--- src/rtl/audio_pkg.sv ---
// audio_pkg: shared sample type, scheduler states and core channel ids
package audio_pkg;
  localparam int SAMPLE_W = 16;
  typedef logic signed [SAMPLE_W-1:0] sample_t;
  typedef enum logic [2:0] {IDLE, REQ_L, WAIT_L, REQ_R, WAIT_R, DONE} sched_state_t;
  localparam logic CHAN_LEFT  = 1'b0;
  localparam logic CHAN_RIGHT = 1'b1;
endpackage

--- src/rtl/core_resp_timer.sv ---
// core_resp_timer: loadable down-counter bounding the wait for a core response
module core_resp_timer #(
  parameter int TIMEOUT_CYCLES = 1024
) (
  input  logic clk_i,
  input  logic rst_i,
  input  logic load_i,
  input  logic en_i,
  output logic tc_o
);
  localparam int W = TIMEOUT_CYCLES > 1 ? $clog2(TIMEOUT_CYCLES) : 1;
  logic [W-1:0] cnt_q, cnt_d;
  // reload on request handshake, count down while waiting, park at zero
  always_comb cnt_d = load_i ? W'(TIMEOUT_CYCLES - 1) : (en_i && cnt_q != '0) ? cnt_q - 1'b1 : cnt_q;
  // counter register
  always_ff @(posedge clk_i) cnt_q <= rst_i ? '0 : cnt_d;
  assign tc_o = cnt_q == '0;
endmodule

--- src/rtl/stereo_filter_scheduler.sv ---
// stereo_filter_scheduler: time-shares one mono filter core between left and right samples
module stereo_filter_scheduler
  import audio_pkg::*;
#(
  parameter int SAMPLE_WIDTH   = SAMPLE_W,
  parameter int TIMEOUT_CYCLES = 1024,
  parameter int OVR_CNT_WIDTH  = 8
) (
  input  logic                     clock_in,
  input  logic                     reset_in,
  input  logic                     enable_in,
  input  logic [SAMPLE_WIDTH-1:0]  sample_left_in,
  input  logic [SAMPLE_WIDTH-1:0]  sample_right_in,
  input  logic                     sample_valid_in,
  output logic                     core_req_valid_out,
  input  logic                     core_req_ready_in,
  output logic [SAMPLE_WIDTH-1:0]  core_req_data_out,
  output logic                     core_req_chan_out,
  input  logic                     core_resp_valid_in,
  input  logic [SAMPLE_WIDTH-1:0]  core_resp_data_in,
  output logic [SAMPLE_WIDTH-1:0]  left_sample_out,
  output logic [SAMPLE_WIDTH-1:0]  right_sample_out,
  output logic                     new_sample_out,
  output logic                     busy_out,
  output logic                     timeout_out,
  output logic [OVR_CNT_WIDTH-1:0] overrun_count_out
);
  sched_state_t state_q, state_d;
  logic [SAMPLE_WIDTH-1:0] left_q, right_q, left_out_q, right_out_q;
  logic [OVR_CNT_WIDTH-1:0] ovr_q;
  logic new_q, timeout_q, hs, in_wait, tc, resp, expire, accept, bypass;

  assign accept  = sample_valid_in && state_q == IDLE;
  assign bypass  = accept && !enable_in;
  assign hs      = core_req_valid_out && core_req_ready_in;
  assign in_wait = state_q == WAIT_L || state_q == WAIT_R;
  assign resp    = in_wait && core_resp_valid_in;
  assign expire  = in_wait && tc && !core_resp_valid_in;

  core_resp_timer #(.TIMEOUT_CYCLES(TIMEOUT_CYCLES)) u_timer (
    .clk_i (clock_in),
    .rst_i (reset_in),
    .load_i(hs),
    .en_i  (in_wait),
    .tc_o  (tc)
  );

  // next-state: each REQ waits for ready, each WAIT ends on response or timeout
  always_comb begin
    state_d = state_q;
    case (state_q)
      IDLE:    state_d = (sample_valid_in && enable_in) ? REQ_L : IDLE;
      REQ_L:   state_d = hs ? WAIT_L : REQ_L;
      WAIT_L:  state_d = (resp || expire) ? REQ_R : WAIT_L;
      REQ_R:   state_d = hs ? WAIT_R : REQ_R;
      WAIT_R:  state_d = (resp || expire) ? DONE : WAIT_R;
      default: state_d = IDLE;
    endcase
  end

  // state register
  always_ff @(posedge clock_in) state_q <= reset_in ? IDLE : state_d;

  // sample latches double as result holders; a timeout leaves the raw sample in place
  always_ff @(posedge clock_in) begin
    if (reset_in) begin
      left_q      <= '0;
      right_q     <= '0;
      left_out_q  <= '0;
      right_out_q <= '0;
      new_q       <= 1'b0;
      timeout_q   <= 1'b0;
      ovr_q       <= '0;
    end else begin
      if (accept && enable_in) begin
        left_q  <= sample_left_in;
        right_q <= sample_right_in;
      end
      if (resp && state_q == WAIT_L) left_q <= core_resp_data_in;
      if (resp && state_q == WAIT_R) right_q <= core_resp_data_in;
      if (bypass || state_q == DONE) begin
        left_out_q  <= bypass ? sample_left_in : left_q;
        right_out_q <= bypass ? sample_right_in : right_q;
      end
      new_q     <= bypass || state_q == DONE;
      timeout_q <= timeout_q || expire;
      if (sample_valid_in && state_q != IDLE && ovr_q != '1) ovr_q <= ovr_q + 1'b1;
    end
  end

  assign core_req_valid_out = state_q == REQ_L || state_q == REQ_R;
  assign core_req_chan_out  = state_q == REQ_R ? CHAN_RIGHT : CHAN_LEFT;
  assign core_req_data_out  = core_req_chan_out == CHAN_RIGHT ? right_q : left_q;
  assign left_sample_out    = left_out_q;
  assign right_sample_out   = right_out_q;
  assign new_sample_out     = new_q;
  assign busy_out           = state_q != IDLE;
  assign timeout_out        = timeout_q;
  assign overrun_count_out  = ovr_q;
endmodule

--- config.mk ---
export PLATFORM = sky130hd
export DESIGN_NAME = stereo_filter_scheduler
export DESIGN_NICKNAME = d
export VERILOG_FILES = /design/src/rtl/audio_pkg.sv /design/src/rtl/core_resp_timer.sv /design/src/rtl/stereo_filter_scheduler.sv
export SDC_FILE = /design/constraint.sdc
export NUM_CORES = 1
export LEC_CHECK = 0
export BUFFER_PORTS_ARGS = -buffer_cell sky130_fd_sc_hd__buf_2
export CELL_PAD_IN_SITES_DETAIL_PLACEMENT = 1
export CELL_PAD_IN_SITES_GLOBAL_PLACEMENT = 1
export CORE_MARGIN = 1
export CORE_UTILIZATION = 39
export DETAILED_ROUTE_END_ITERATION = 12
export HOLD_SLACK_MARGIN = 0.08
export PLACE_DENSITY_LB_ADDON = 0.1
export SKIP_LAST_GASP = 1
export SYNTH_ARGS = -nofsm -noshare
export SYNTH_HDL_FRONTEND = slang
export SYNTH_SLANG_ARGS = --single-unit
--- constraint.sdc ---
create_clock -name clock_in -period 2.1 [get_ports clock_in]
set_clock_uncertainty 0.05 [all_clocks]
set_input_delay 0.315 -clock clock_in [delete_from_list [all_inputs] [get_ports clock_in]]
set_output_delay 0.315 -clock clock_in [all_outputs]
set_load 0.1 [all_outputs]
Yosys cells after proc, flatten, opt, wreduce, memory -nomap -nowiden
Cells that the tools add are included.
- word-level logic and storage cells: 60
- input port bits: 54
- flip-flop bits (word level): 87
- output and inout port bits: 61
- add/sub/neg operators: 2
- eq/ne operators: 6
- mux-type cells: 16
- reductions and logical operators: 27
- operator list (kind ; count):
    $mux 16 ; 7
    $mux 10 ; 2
    $pmux 3 s5 ; 1
    $logic_and 1x1->1 ; 13
    $logic_not 10->1 ; 1
    $reduce_bool 10->1 ; 1
    $sub 10x1->10 const B ; 1
    $add 8x1->8 const B ; 1
    $ne 8x8->1 const B ; 1
    $eq 3x2->1 const B ; 2
    $eq 3x3->1 const B ; 2
    $reduce_bool 2->1 ; 3
    $logic_or 1x1->1 ; 5
    $mux 1 ; 4
    $eq 3x1->1 const B ; 1
    $logic_not 3->1 ; 1
    $mux 3 ; 1
    $reduce_bool 3->1 ; 1
    $logic_not 1->1 ; 2
    $mux 2 ; 1

Logic depth before layout (Yosys ltp)
Gate-level depths: netlist of run 1.
- word-level depth: 7
- mapped depth: 6
- gate-level depth less buffers: 6

Cells and area by module
From an unflattened synthesis of run 1, not the netlist that was laid out.
- cells, all modules: 478
- area, all modules: 4391.7 sq um
- by module, submodules not included (module ; sequential area each (sq um) ; instances ; cells an instance ; area each (sq um)):
    stereo_filter_scheduler ; 1541.5 ; 1 ; 420 ; 3844.9
    core_resp_timer ; 200.2 ; 1 ; 58 ; 546.8

Worst setup path after synthesis of run 1
Ideal clock, no wire load.
- kind: register to output
- from: reg state_q[0]
- to: out core_req_data_out[10]
- arrival time: 2.500 ns
- buffers on the path: 1
- data required time: 1.735 ns
- path slack: -0.765 ns
- cell stages (with the launch flop): 5
- path through: dfxtp_1 and2b_1 nand2_2 buf_2 mux2_1
- word-level cells in the longest chain between the ends: 3
- RTL lines (element ; RTL line ; RTL):
    from (decl) ; stereo_filter_scheduler.sv:28 ; sched_state_t state_q, state_d;
    from (signal assigned) ; stereo_filter_scheduler.sv:62 ; always_ff @(posedge clock_in) state_q <= reset_in ? IDLE : state_d;
    $eq 3x2->1 ; stereo_filter_scheduler.sv:92 ; assign core_req_chan_out = state_q == REQ_R ? CHAN_RIGHT : CHAN_LEFT;
    $mux 1 ; stereo_filter_scheduler.sv:92 ;
    $mux 16 ; stereo_filter_scheduler.sv:93 ; assign core_req_data_out = core_req_chan_out == CHAN_RIGHT ? right_q : left_q;
    to (decl) ; stereo_filter_scheduler.sv:17 ; output logic [SAMPLE_WIDTH-1:0] core_req_data_out,
No other way between the ends.

Worst setup path in the final report of run 1
- from: reg state_q[2]
- to: out core_req_data_out[12]
The elaborated chain is that of the path after synthesis.

==> summary.txt, run 1 <==
Worst setup path
  – Data arrival at the endpoint of the critical path: 1680 ps
  – Worst Path Class, Setup: reg2out
  – Critical path fanouts, max: 8
  – Cell chain of the critical path: and2b_4 -> nand2_4 -> mux2_2 -> buf_12
  – Critical path buffers and inverters: 1
  – Critical Path Source Type: register
  – Max incr delay on CP: 360 ps
  – Slowest stage cell on the critical path: sky130_fd_sc_hd__mux2_2
  – Sort of element at the end of the critical path: output pin
  – Endpoint required time on the critical path: 1740 ps
  – Cell type group with the largest total delay on the critical path: simple AND/OR/NAND/NOR gates

Clock tree
  – Clock latency on the worst-skew pair: 360 ps
  – Buffer cell driving the clock tree root: sky130_fd_sc_hd__clkbuf_8
  – Clock tree from TritonCTS: built
  – CTS buffer count: 9
  – Htree depth: 3
  – Clock-pin slew on the worst setup and hold paths: 90 ps
  – Largest buffer count on any clock path: 2
  – TritonCTS sink count: 87

Power and ir drop
  – Peak supply drop: 0.426 mV
  – Switching share of power: 39.9%
  – Proportion of power drawn by the clock network: 24.6%
  – Switching Power: 0.00184 W
  – Pint: 0.00277 W
  – Reported leakage power: 2.64 nW
  – Power, Total: 0.00462 W
  – Register share of total power: 41.1%
  – Power Density: 856 nW/µm²
  – Share of total power in combinational logic: 34.3%

Synthesis
  – EDFF count, synth: 0
  – Number of distinct library cells after synthesis: 53
  – Leading register cell type out of synthesis: sky130_fd_sc_hd__dfxtp_1
  – Top post-synthesis cells by area: sky130_fd_sc_hd__dfxtp_1 41%, sky130_fd_sc_hd__mux2i_1 16%, sky130_fd_sc_hd__a211oi_1 9.2%
  – Mapped Avg Cell Area: 9.47 µm²
  – Cells after Synth: 449
  – Sequential-to-total area share from yosys stat: 41.0%
  – Post-synthesis instance area: 4250 µm²
  – Proportion of netlist area held by the largest area contributor: 41.0%
  – Proportion of synthesized flip-flops having asynchronous set or reset: 0%
  – Number of storage elements in the synthesis netlist: 87
  – Most area-hungry cell type in the Yosys netlist: sky130_fd_sc_hd__dfxtp_1
  – Post-Syn Nets: 506
  – Total number of yosys warnings: 0

Drt
  – DR DRC count: 0
  – Pre-antenna DRT Iters: 4
  – Routed wirelength normalized by instance count: 18.2 µm
  – Wire length reported by the detailed router: 12.6 mm
  – Vias per inst: 5.47
  – DRT antenna net count: 0
  – Total vias in the final route: 3787
  – Initial DRC count: 86

Finish
  – Post-layout instance area: 5390 µm²
  – Ant. Diodes: 0
  – Leading cell type in the layout, fill and taps excluded: sky130_fd_sc_hd__buf_2
  – Syn-to-layout area delta: 26.8%
  – Fraction of the core area covered by cells at the end of the flow: 51.5%
  – Share of cells above drive strength 1: 30.4%
  – Most frequent cells in the layout: 97 x sky130_fd_sc_hd__buf_2, 87 x sky130_fd_sc_hd__dfxtp_1, 67 x sky130_fd_sc_hd__mux2i_1, 62 x sky130_fd_sc_hd__nor2_1, 52 x sky130_fd_sc_hd__a211oi_1
  – NumNets Final: 609

Run status
  – Run status: complete, no violations

Floorplanning
  – Vertical die dimension: 106 µm
  – Top-level I/O count: 115
  – Initial cell density of the core: 40.6%
  – Floorplan die area: 11300 µm²
  – Chip width: 106 µm
  – Core area: 10500 µm²
  – Number of rows in the core area: 37

STA
  – Min Tclk post-route: 2040 ps
  – Final count of pins violating max slew: 0
  – Final setup violation count: 0
  – Actual slew at the worst max-slew pin: 676 ps
  – Tightest slew margin relative to the limit: 54.9%
  – RSZ-0062 raised after global routing: false
  – Upper clock frequency limit: 489 MHz
  – Period utilisation layout: 97.3%
  – Final count of hold timing violations: 0

Global route
  – Overall global routing resource usage: 22.6%
  – Number of antenna violations at the first check in global routing: 0
  – Grt ovf: 0
  – Maximum number of pins on one net before global-route repair: 69
  – Vias in the first global route: 3880
  – First-pass GRT wire length: 19.9 mm

Place
  – HPWL after detailed placement: 8.38 mm
  – Port-buffer cells: 114
  – GPL Wtd Cong: 0.796
  – Post-Place Cell Area: 5180 µm²

Hold path
  – Worst min-delay path class: in2reg

Run
  – Number of maximum-capacitance constraint violations: 0
-- worst reg2reg max path: cells and delay by family (launching register included) --
| family | cells | cell delay, ps |
|---|---|---|
| compound gates | 1 | 160 |
| xor+xnor | 1 | 290 |
| buf+inv | 1 | 280 |
| flops | 1 | 590 |
| simple gates | 2 | 500 |
-- logic make-up after synthesis --
kind of cell,after synthesis,share of synthesized area [%]
adder cells (fa/ha/maj),3,0.883
flip-flops,87,41.0
buffers and inverters,44,5.35
AO/OA/AOI/OAI,117,18.9
multiplexers,83,20.0
AND/OR/NAND/NOR,110,12.7
XOR/XNOR,5,1.21
-- registers in the layout (all words and copies together), names as in the netlist --
| name | count |
|---|---|
| left_q | 16 |
| state_q | 3 |
| timeout_out | 1 |
| right_sample_out | 16 |
| right_q | 16 |
| u_timer.cnt_q | 10 |
| left_sample_out | 16 |
| new_sample_out | 1 |
| overrun_count_out | 8 |
-- what timing repair did --
action	CTS	global route
cloned	0	1
endpoints found under the setup margin	17	9
setup buffers	0	1
hold buffers	0	0
resized for setup	2	0
-- Yosys cell counts (4+ instances only) --
library cell and instances:
sky130_fd_sc_hd__inv_1 9, sky130_fd_sc_hd__mux2i_1 67, sky130_fd_sc_hd__nand2_1 10, sky130_fd_sc_hd__buf_1 5
sky130_fd_sc_hd__a31oi_1 7, sky130_fd_sc_hd__nor2_1 62, sky130_fd_sc_hd__mux2_2 7, sky130_fd_sc_hd__nand4_1 4
sky130_fd_sc_hd__a21oi_1 22, sky130_fd_sc_hd__nand3_1 6, sky130_fd_sc_hd__a211oi_1 52, sky130_fd_sc_hd__buf_2 11
sky130_fd_sc_hd__mux2_1 9, sky130_fd_sc_hd__clkbuf_1 13, sky130_fd_sc_hd__dfxtp_1 87, sky130_fd_sc_hd__o21ai_0 17
sky130_fd_sc_hd__a311oi_1 4
-- cell type report --
class	instances	area [µm²]
repair buffers	126	953
multi-input cells	319	2310
inverters	9	37.5
clock buffers	10	128
well taps	136	170
clock inverters	5	50.0
flip-flops and latches	87	1740
fillers	1255	5070
-- per-stage QoR --
stage	TNS [ps]	std cells	hold WS (ps)	setup slack, ps
3_3_place_gp	0	675	412	262
6_report	0	692	198	56.9
3_5_place_dp	0	675	428	213
4_1_cts	0	690	183	61.5
5_1_grt	0	692	191	4.16
2_1_floorplan	-652	449	410	-72.5
-- layer usage --
layer / up-vias / part of all wire (%) / GRT usage (%)
li1: 1868 / - / -
met1: 1833 / 46 / 28.6
met2: 70 / 49 / 38.0
met3: 16 / 3.0 / 3.62
met4: 0 / 1.7 / 9.69
met5: - / 0 / 0
-- power groups by stage --
stage                     Combinational, W  Clock (W)  Sequential (W)
after detailed placement           0.00157          0         0.00193
after floorplan                   0.000748          0         0.00234
final                              0.00158    0.00114         0.00190
after CTS                          0.00158    0.00117         0.00190
after global placement             0.00155          0         0.00193
after global routing               0.00167    0.00123         0.00191
-- worst paths after layout --
check / startpoint / cells past startpoint / slack [ps] / endpoint
setup / recovery: state_q[2]$_SDFF_PP0_ / 4 / 60 / core_req_data_out[12]
hold reg to reg: timeout_out$_SDFF_PP0_ / 2 / 430 / timeout_out$_SDFF_PP0_
setup reg to reg: state_q[1]$_SDFF_PP0_ / 5 / 170 / u_timer.cnt_q[8]$_SDFFE_PP0P_
hold / removal: core_resp_data_in[6] / 3 / 200 / right_q[6]$_SDFFE_PP0P_
Note: power is estimated with default switching activity, not from simulation.
==> run 2: changes to the inputs <==
--- a/config.mk
+++ b/config.mk
@@ -5,11 +5,12 @@
 export SDC_FILE = /design/constraint.sdc
 export NUM_CORES = 1
 export LEC_CHECK = 0
+export ABC_AREA = 1
 export BUFFER_PORTS_ARGS = -buffer_cell sky130_fd_sc_hd__buf_2
 export CELL_PAD_IN_SITES_DETAIL_PLACEMENT = 1
 export CELL_PAD_IN_SITES_GLOBAL_PLACEMENT = 1
 export CORE_MARGIN = 1
-export CORE_UTILIZATION = 39
+export CORE_UTILIZATION = 37
 export DETAILED_ROUTE_END_ITERATION = 12
 export HOLD_SLACK_MARGIN = 0.08
 export PLACE_DENSITY_LB_ADDON = 0.1
==> run 2 against run 1 <==
  * Clock power grew 53%
  * Highest routed layer unchanged
  * Via count grew 23%
  * Register-to-register slack gained 120 ps
  * Non-clock buffer count is the same
  * Sequential power is essentially flat
  * Synthesized area grew 1.7%
  * First-iteration DRC count grew 86%
  * Largest cell class unchanged
==> summary.txt, run 2 <==
Run status
  – Run status: complete, no violations

STA
  – Period utilisation layout: 94.8% (-2.5 points)
  – Min Tclk post-route: 1990 ps (-52.9 ps)
  – RSZ-0062 raised after global routing: false
  – Final count of hold timing violations: 0 (unchanged)
  – Final setup violation count: 0 (unchanged)
  – Final count of pins violating max slew: 0 (unchanged)
  – Actual slew at the worst max-slew pin: 567 ps (-109 ps)
  – Hold slack final: 197 ps (-0.619 ps)
  – Upper clock frequency limit: 502 MHz (+2.7%)
  – Total negative slack: 0 ps (unchanged)
  – Tightest slew margin relative to the limit: 62.2% (+7.3 points)

Synthesis
  – Number of storage elements in the synthesis netlist: 87 (unchanged)
  – Cells after Synth: 645 (+44%)
  – Top post-synthesis cells by area: sky130_fd_sc_hd__dfxtp_1 40%, sky130_fd_sc_hd__nand2_1 25%, sky130_fd_sc_hd__a21oi_1 5.0%
  – Leading register cell type out of synthesis: sky130_fd_sc_hd__dfxtp_1
  – Total number of yosys warnings: 0 (unchanged)
  – Post-synthesis instance area: 4330 µm² (+1.7%)
  – Proportion of synthesized flip-flops having asynchronous set or reset: 0% (unchanged)
  – Most common cell in the synthesized netlist: sky130_fd_sc_hd__nand2_1
  – Sequential-to-total area share from yosys stat: 40.3% (-0.70 points)
  – Commonest cells in the synthesized netlist: 286 x sky130_fd_sc_hd__nand2_1, 87 x sky130_fd_sc_hd__dfxtp_1, 43 x sky130_fd_sc_hd__a21oi_1, 37 x sky130_fd_sc_hd__o21ai_0, 36 x sky130_fd_sc_hd__inv_1
  – Post-Syn Nets: 702 (+39%)
  – EDFF count, synth: 0 (unchanged)
  – Number of distinct library cells after synthesis: 34 (-36%)
  – Most area-hungry cell type in the Yosys netlist: sky130_fd_sc_hd__dfxtp_1
  – Proportion of netlist area held by the largest area contributor: 40.3% (-0.70 points)
  – Mapped Avg Cell Area: 6.71 µm² (-29%)

Worst setup path
  – Depth of the worst register-to-register path: 9 (+4)
  – Cell type group with the largest total delay on the critical path: buffers and inverters
  – Most frequent cell on the critical path: sky130_fd_sc_hd__nand2_2
  – Reg-to-reg endpoint: u_timer.cnt_q[3]$_SDFFE_PP0P_
  – Worst R2R Start: u_timer.cnt_q[0]$_SDFFE_PP0P_
  – Endpoint required time on the critical path: 1740 ps (about the same)
  – Critical Path Source Type: register
  – Crit path launch: state_q[2]$_SDFF_PP0_
  – Critical path buffers and inverters: 3 (+2)
  – Critical path fanouts, max: 10 (+2)
  – Cell chain of the critical path: inv_2 -> nand2_2 -> nor2_4 -> buf_4 -> nand2_1 -> nand2_2 -> buf_6
  – Data arrival at the endpoint of the critical path: 1630 ps (-50 ps)
  – Number of logic stages on the critical path including buffering: 7 (+3)
  – Max incr delay on CP: 350 ps (about the same)
  – Setup slack of the most critical reg-to-reg path: 290 ps (+120 ps)
  – Sort of element at the end of the critical path: output pin
  – Worst Path Class, Setup: reg2out
  – Slowest stage cell on the critical path: sky130_fd_sc_hd__dfxtp_2
  – Endpoint of the most critical setup path: core_req_data_out[8]

Hold path
  – Number of cells traversed by the worst hold path: 3 (unchanged)
  – Worst min-delay path class: in2reg
  – Critical hold path startpoint: core_req_ready_in

Drt
  – Initial DRC count: 160 (+86%)
  – DR DRC count: 0 (unchanged)
  – Pre-antenna DRT Iters: 5 (+1)
  – Vias per inst: 5.19 (-5.1%)
  – Wire length reported by the detailed router: 15.0 mm (+20%)
  – Total vias in the final route: 4646 (+23%)
  – DRT antenna net count: 0 (unchanged)
  – Routed wirelength normalized by instance count: 16.8 µm (-7.6%)

Clock tree
  – CTS buffer count: 9 (unchanged)
  – Buffer cell driving the clock tree root: sky130_fd_sc_hd__clkbuf_16
  – Largest buffer count on any clock path: 2 (unchanged)
  – Hold bufs inserted after CTS: 0 (unchanged)
  – Cells resized by post-CTS repair: 29 (+27)
  – TritonCTS sink count: 87 (unchanged)
  – Clock latency on the worst-skew pair: 350 ps (about the same)
  – Post CTS Setup Buffer Count: 0 (unchanged)
  – Clock-pin slew on the worst setup and hold paths: 70 ps (-20 ps)
  – Htree depth: 3 (unchanged)
  – Clock tree from TritonCTS: built

Global route
  – Grt ovf: 0 (unchanged)
  – Overall global routing resource usage: 25.9% (+3.3 points)
  – Maximum number of pins on one net before global-route repair: 40 (-42%)
  – Number of antenna violations at the first check in global routing: 0 (unchanged)
  – First-pass GRT wire length: 23.5 mm (+18%)
  – Vias in the first global route: 4657 (+20%)

Power and ir drop
  – Peak supply drop: 0.605 mV (+42%)
  – Reported leakage power: 2.49 nW (-5.9%)
  – Power Density: 922 nW/µm² (+7.6%)

Floorplanning
  – Chip width: 110 µm (+3.5%)
  – Floorplan die area: 12100 µm² (+7.1%)
  – Top-level I/O count: 115 (unchanged)
  – Number of rows in the core area: 39 (+5.4%)
  – Vertical die dimension: 110 µm (+3.5%)
  – Core area: 11400 µm² (+9.1%)
  – Initial cell density of the core: 37.9% (-2.8 points)

Finish
  – Ant. Diodes: 0 (unchanged)
  – NumNets Final: 805 (+32%)
  – Most frequent cells in the layout: 276 x sky130_fd_sc_hd__nand2_1, 97 x sky130_fd_sc_hd__buf_2, 83 x sky130_fd_sc_hd__dfxtp_1, 43 x sky130_fd_sc_hd__a21oi_1, 37 x sky130_fd_sc_hd__o21ai_0
  – Share of cells above drive strength 1: 24.6% (-5.8 points)
  – Syn-to-layout area delta: 27.7%
  – Leading cell type in the layout, fill and taps excluded: sky130_fd_sc_hd__nand2_1

Place
  – Port-buffer cells: 114 (unchanged)
  – HPWL after detailed placement: 10.9 mm (+30%)
  – GPL Wtd Cong: 0.844 (+6.0%)

Run
  – Number of maximum-capacitance constraint violations: 0 (unchanged)
-- run 2: metal layers --
layer / track usage, % / routed length [µm] / vias to the layer above
met2: 46.9 / 7710 / 100
met1: 29.5 / 6210 / 2252
met3: 6.35 / 718 / 19
li1: - / - / 2275
met5: 0 / 0 / -
met4: 9.40 / 378 / 0
-- run 2: worst min-delay path: stages --
cell and delay, ps:
sky130_fd_sc_hd__buf_2 120, sky130_fd_sc_hd__nand2_1 70, sky130_fd_sc_hd__a21oi_1 50
-- run 2: cells by family after synthesis --
family / count (synthesis) / synth area share, %
flops: 87 / 40.3
xor+xnor: 8 / 1.62
buf+inv: 77 / 8.33
fa+ha+maj: 3 / 0.868
simple gates: 345 / 32.3
compound gates: 125 / 16.6
-- run 2: worst min-delay path by stage --
stage	end	slack [ps]
6_report	state_q[2]$_SDFF_PP0_	200
5_1_grt	left_sample_out[5]$_SDFFE_PP0P_	200
4_1_cts	left_sample_out[13]$_SDFFE_PP0P_	190
3_5_place_dp	left_sample_out[8]$_SDFFE_PP0P_	420
3_3_place_gp	timeout_out$_SDFF_PP0_	410
2_1_floorplan	right_q[5]$_SDFFE_PP0P_	400
-- run 2: cell type report --
type,instances,area [µm²]
repair buffers,126,860
flip-flops and latches,87,1750
well taps,143,179
inverters,43,164
fillers,1548,5890
multi-input cells,481,2260
clock buffers,11,243
clock inverters,4,70.1
-- run 2: power by group --
group / switching, W / internal (W)
clock: 0.000677 / 0.00107
combinational: 0.00109 / 0.000392
sequential: 0.000102 / 0.00177
total: 0.00187 / 0.00322
-- run 2: metrics by stage --
stage / total power (W) / setup slack [ps] / utilization, % / std cells / cell area, µm²
final: 0.00509 / 110 / 48.4 / 895 / 5520
after global routing: 0.00533 / 39.8 / 48.4 / 895 / 5520
after CTS: 0.00513 / 0.850 / 48.2 / 895 / 5500
after detailed placement: 0.00335 / 114 / 44.7 / 880 / 5100
after global placement: 0.00330 / 232 / 44.7 / 880 / 5100
after floorplan: 0.00300 / 27.8 / - / 645 / 4350
==> run 3: changes to the inputs <==
--- a/config.mk
+++ b/config.mk
@@ -5,13 +5,13 @@
 export SDC_FILE = /design/constraint.sdc
 export NUM_CORES = 1
 export LEC_CHECK = 0
-export ABC_AREA = 1
 export BUFFER_PORTS_ARGS = -buffer_cell sky130_fd_sc_hd__buf_2
 export CELL_PAD_IN_SITES_DETAIL_PLACEMENT = 1
 export CELL_PAD_IN_SITES_GLOBAL_PLACEMENT = 1
 export CORE_MARGIN = 1
-export CORE_UTILIZATION = 37
+export CORE_UTILIZATION = 39
 export DETAILED_ROUTE_END_ITERATION = 12
+export GPL_TIMING_DRIVEN = 0
 export HOLD_SLACK_MARGIN = 0.08
 export PLACE_DENSITY_LB_ADDON = 0.1
 export SKIP_LAST_GASP = 1
==> run 3 against run 2 <==
  * Non-clock buffer count is 27 higher
  * Die area is 6.6% lower
  * Design area is 2.2% lower
  * Cell count is 20% lower
  * Register-to-register slack worse by 90 ps
  * Combinational power is 5% higher
  * Sequential share of layout area is 0.73 points higher
  * Largest power group unchanged
==> summary.txt, run 3 (synthesis gave the netlist of run 1 again) <==
Global route
  – Vias in the first global route: 3972 (-15%)
  – Grt ovf: 0 (unchanged)
  – First-pass GRT wire length: 21.4 mm (-9.0%)
  – Number of antenna violations at the first check in global routing: 0 (unchanged)
  – Overall global routing resource usage: 24.6% (-1.4 points)
  – Maximum number of pins on one net before global-route repair: 15 (-63%)

Finish
  – Ant. Diodes: 0 (unchanged)
  – Most frequent cells in the layout: 107 x sky130_fd_sc_hd__buf_2, 84 x sky130_fd_sc_hd__dfxtp_1, 67 x sky130_fd_sc_hd__mux2i_1, 62 x sky130_fd_sc_hd__nor2_1, 52 x sky130_fd_sc_hd__a211oi_1
  – NumNets Final: 635 (-21%)
  – Fraction of the core area covered by cells at the end of the flow: 51.7% (+3.3 points)
  – Leading cell type in the layout, fill and taps excluded: sky130_fd_sc_hd__buf_2
  – Syn-to-layout area delta: 27.1%
  – Share of cells above drive strength 1: 30.9% (+6.3 points)
  – Post-layout instance area: 5400 µm² (-2.2%)
  – Total area of sequential cells: 1750 µm² (about the same)
  – Fillers: 1249 (-19%)
  – Area of combinational cells with multiple inputs: 2300 µm² (+1.8%)

STA
  – Actual slew at the worst max-slew pin: 714 ps (+147 ps)
  – Final setup slack of the worst path: 30.7 ps (-79.1 ps)
  – Tightest slew margin relative to the limit: 52.4% (-9.8 points)
  – RSZ-0062 raised after global routing: true
  – Final setup violation count: 0 (unchanged)
  – Upper clock frequency limit: 483 MHz (-3.8%)
  – Total negative slack: 0 ps (unchanged)
  – Final count of hold timing violations: 0 (unchanged)
  – Min Tclk post-route: 2070 ps (+79.1 ps)
  – Hold slack final: 208 ps (+10.7 ps)
  – Period utilisation layout: 98.5% (+3.8 points)
  – Final count of pins violating max slew: 0 (unchanged)

Drt
  – DR WL met3: 515 µm (-28%)
  – DR DRC count: 0 (unchanged)
  – Pre-antenna DRT Iters: 4 (-1)
  – Routed wirelength normalized by instance count: 19.2 µm (+15%)
  – Routed wl met2: 7.00 mm (-9.2%)
  – Initial DRC count: 140 (-13%)
  – Vias per inst: 5.54 (+6.6%)
  – Wire length reported by the detailed router: 13.8 mm (-8.1%)
  – Length of routed wiring on met1: 6.19 mm (-0.39%)
  – DRT antenna net count: 0 (unchanged)
  – Top Layer Used: met4
  – Total vias in the final route: 3975 (-14%)

Place
  – Post-Place Cell Area: 4990 µm² (-2.1%)
  – HPWL after detailed placement: 10.1 mm (-7.1%)
  – Placement-stage worst setup slack: -161 ps (-275 ps)
  – GPL Wtd Cong: 0.805 (-4.6%)
  – Port-buffer cells: 113 (-0.88%)

Hold path
  – Worst min-delay path class: in2reg
  – Number of cells traversed by the worst hold path: 3 (unchanged)
  – End point of the worst hold path: right_sample_out[2]$_SDFFE_PP0P_
  – Critical hold path startpoint: sample_right_in[2]

Floorplanning
  – Core area: 10500 µm² (-8.4%)
  – Initial cell density of the core: 40.6% (+2.8 points)
  – Number of rows in the core area: 37 (-5.1%)
  – Top-level I/O count: 115 (unchanged)
  – Vertical die dimension: 106 µm (-3.4%)
  – Chip width: 106 µm (-3.4%)
  – Floorplan die area: 11300 µm² (-6.6%)

Power and ir drop
  – Reported leakage power: 2.67 nW (+7.3%)
  – Power Density: 875 nW/µm² (-5.1%)
  – Peak supply drop: 0.402 mV (-34%)

Clock tree
  – Clock latency on the worst-skew pair: 350 ps (about the same)
  – Buffer cell driving the clock tree root: sky130_fd_sc_hd__clkbuf_8
  – Htree depth: 3 (unchanged)
  – Clock tree from TritonCTS: built
  – TritonCTS sink count: 87 (unchanged)
  – Clock-pin slew on the worst setup and hold paths: 90 ps (+20 ps)
  – Hold bufs inserted after CTS: 0 (unchanged)
  – Largest buffer count on any clock path: 2 (unchanged)
  – CTS buffer count: 9 (unchanged)

Worst setup path
  – Data arrival at the endpoint of the critical path: 1700 ps (+70 ps)
  – Endpoint required time on the critical path: 1740 ps (about the same)
  – Critical path fanouts, max: 6 (-4)
  – Worst R2R Start: u_timer.cnt_q[0]$_SDFFE_PP0P_
  – Reg-to-reg endpoint: u_timer.cnt_q[2]$_SDFFE_PP0P_
  – Sort of element at the end of the critical path: output pin
  – Critical Path Source Type: register
  – Worst Path Class, Setup: reg2out
  – Setup slack of the most critical reg-to-reg path: 200 ps (-90 ps)
  – Depth of the worst register-to-register path: 6 (-3)

Run status
  – Run status: complete, no violations

Run
  – Number of maximum-capacitance constraint violations: 0 (unchanged)
[run 3: cell types whose count changed in the layout (fill, tap and decap cells not counted), moves of 20 or more]
cell                       before  now
sky130_fd_sc_hd__o21ai_0       37   17
sky130_fd_sc_hd__mux2i_1        0   67
sky130_fd_sc_hd__a21oi_1       43   22
sky130_fd_sc_hd__inv_1         36    8
sky130_fd_sc_hd__a211oi_1       0   52
sky130_fd_sc_hd__nand2_1      276   10
sky130_fd_sc_hd__a31oi_1       32    7
sky130_fd_sc_hd__nor2_1        18   62
[run 3: critical path, cell delays in order (launching register included)]
cell and delay (ps):
sky130_fd_sc_hd__dfxtp_4 380, sky130_fd_sc_hd__and2b_4 190, sky130_fd_sc_hd__nand2_8 90, sky130_fd_sc_hd__buf_12 130, sky130_fd_sc_hd__mux2_2 340, sky130_fd_sc_hd__buf_4 230
[run 3: cell type report]
class	count	share of cell area, %
clock buffers	10	2.36
repair buffers	118	13.5
multi-input cells	318	42.6
inverters	9	0.695
flip-flops and latches	87	32.3
well taps	136	3.15
plain buffers	35	3.87
clock inverters	5	1.50
[run 3: report_power, final]
group	switching [W]	internal [W]	leakage [nW]
registers	0.000112	0.00179	0.713
clock network	0.000609	0.000667	0.103
logic	0.00115	0.000399	1.85
[run 3: metrics by stage]
stage / power (W) / cells
detailed placement: 0.00343 / 698
finish: 0.00473 / 718
global route: 0.00491 / 718
floorplan: 0.00309 / 449
CTS: 0.00476 / 714
global placement: 0.00340 / 698
[run 3: how the worst max path moves through the flow]
stage	cells after the start	endpoint	slack [ps]	startpoint
2_1_floorplan	4	core_req_data_out[10]	-70	state_q[0]$_SDFF_PP0_
3_3_place_gp	5	core_req_data_out[14]	-130	state_q[0]$_SDFF_PP0_
3_5_place_dp	5	core_req_data_out[12]	-160	state_q[0]$_SDFF_PP0_
4_1_cts	5	core_req_data_out[12]	-30	state_q[2]$_SDFF_PP0_
5_1_grt	5	core_req_data_out[14]	-5	state_q[2]$_SDFF_PP0_
6_report	5	core_req_data_out[15]	30	state_q[0]$_SDFF_PP0_
[run 3: timing repair]
item,4_1_cts,5_1_grt
cloned,0,1
setup endpoints to repair,17,10
setup buffers,1,3
gates resized for setup,38,3
pin swaps,0,1
[run 3: metal layers]
metal  track usage [%]  vias up
met3              4.17        8
li1                  -     1913
met2              44.0       98
met4              4.99        0
met5                 0        -
met1              30.8     1956
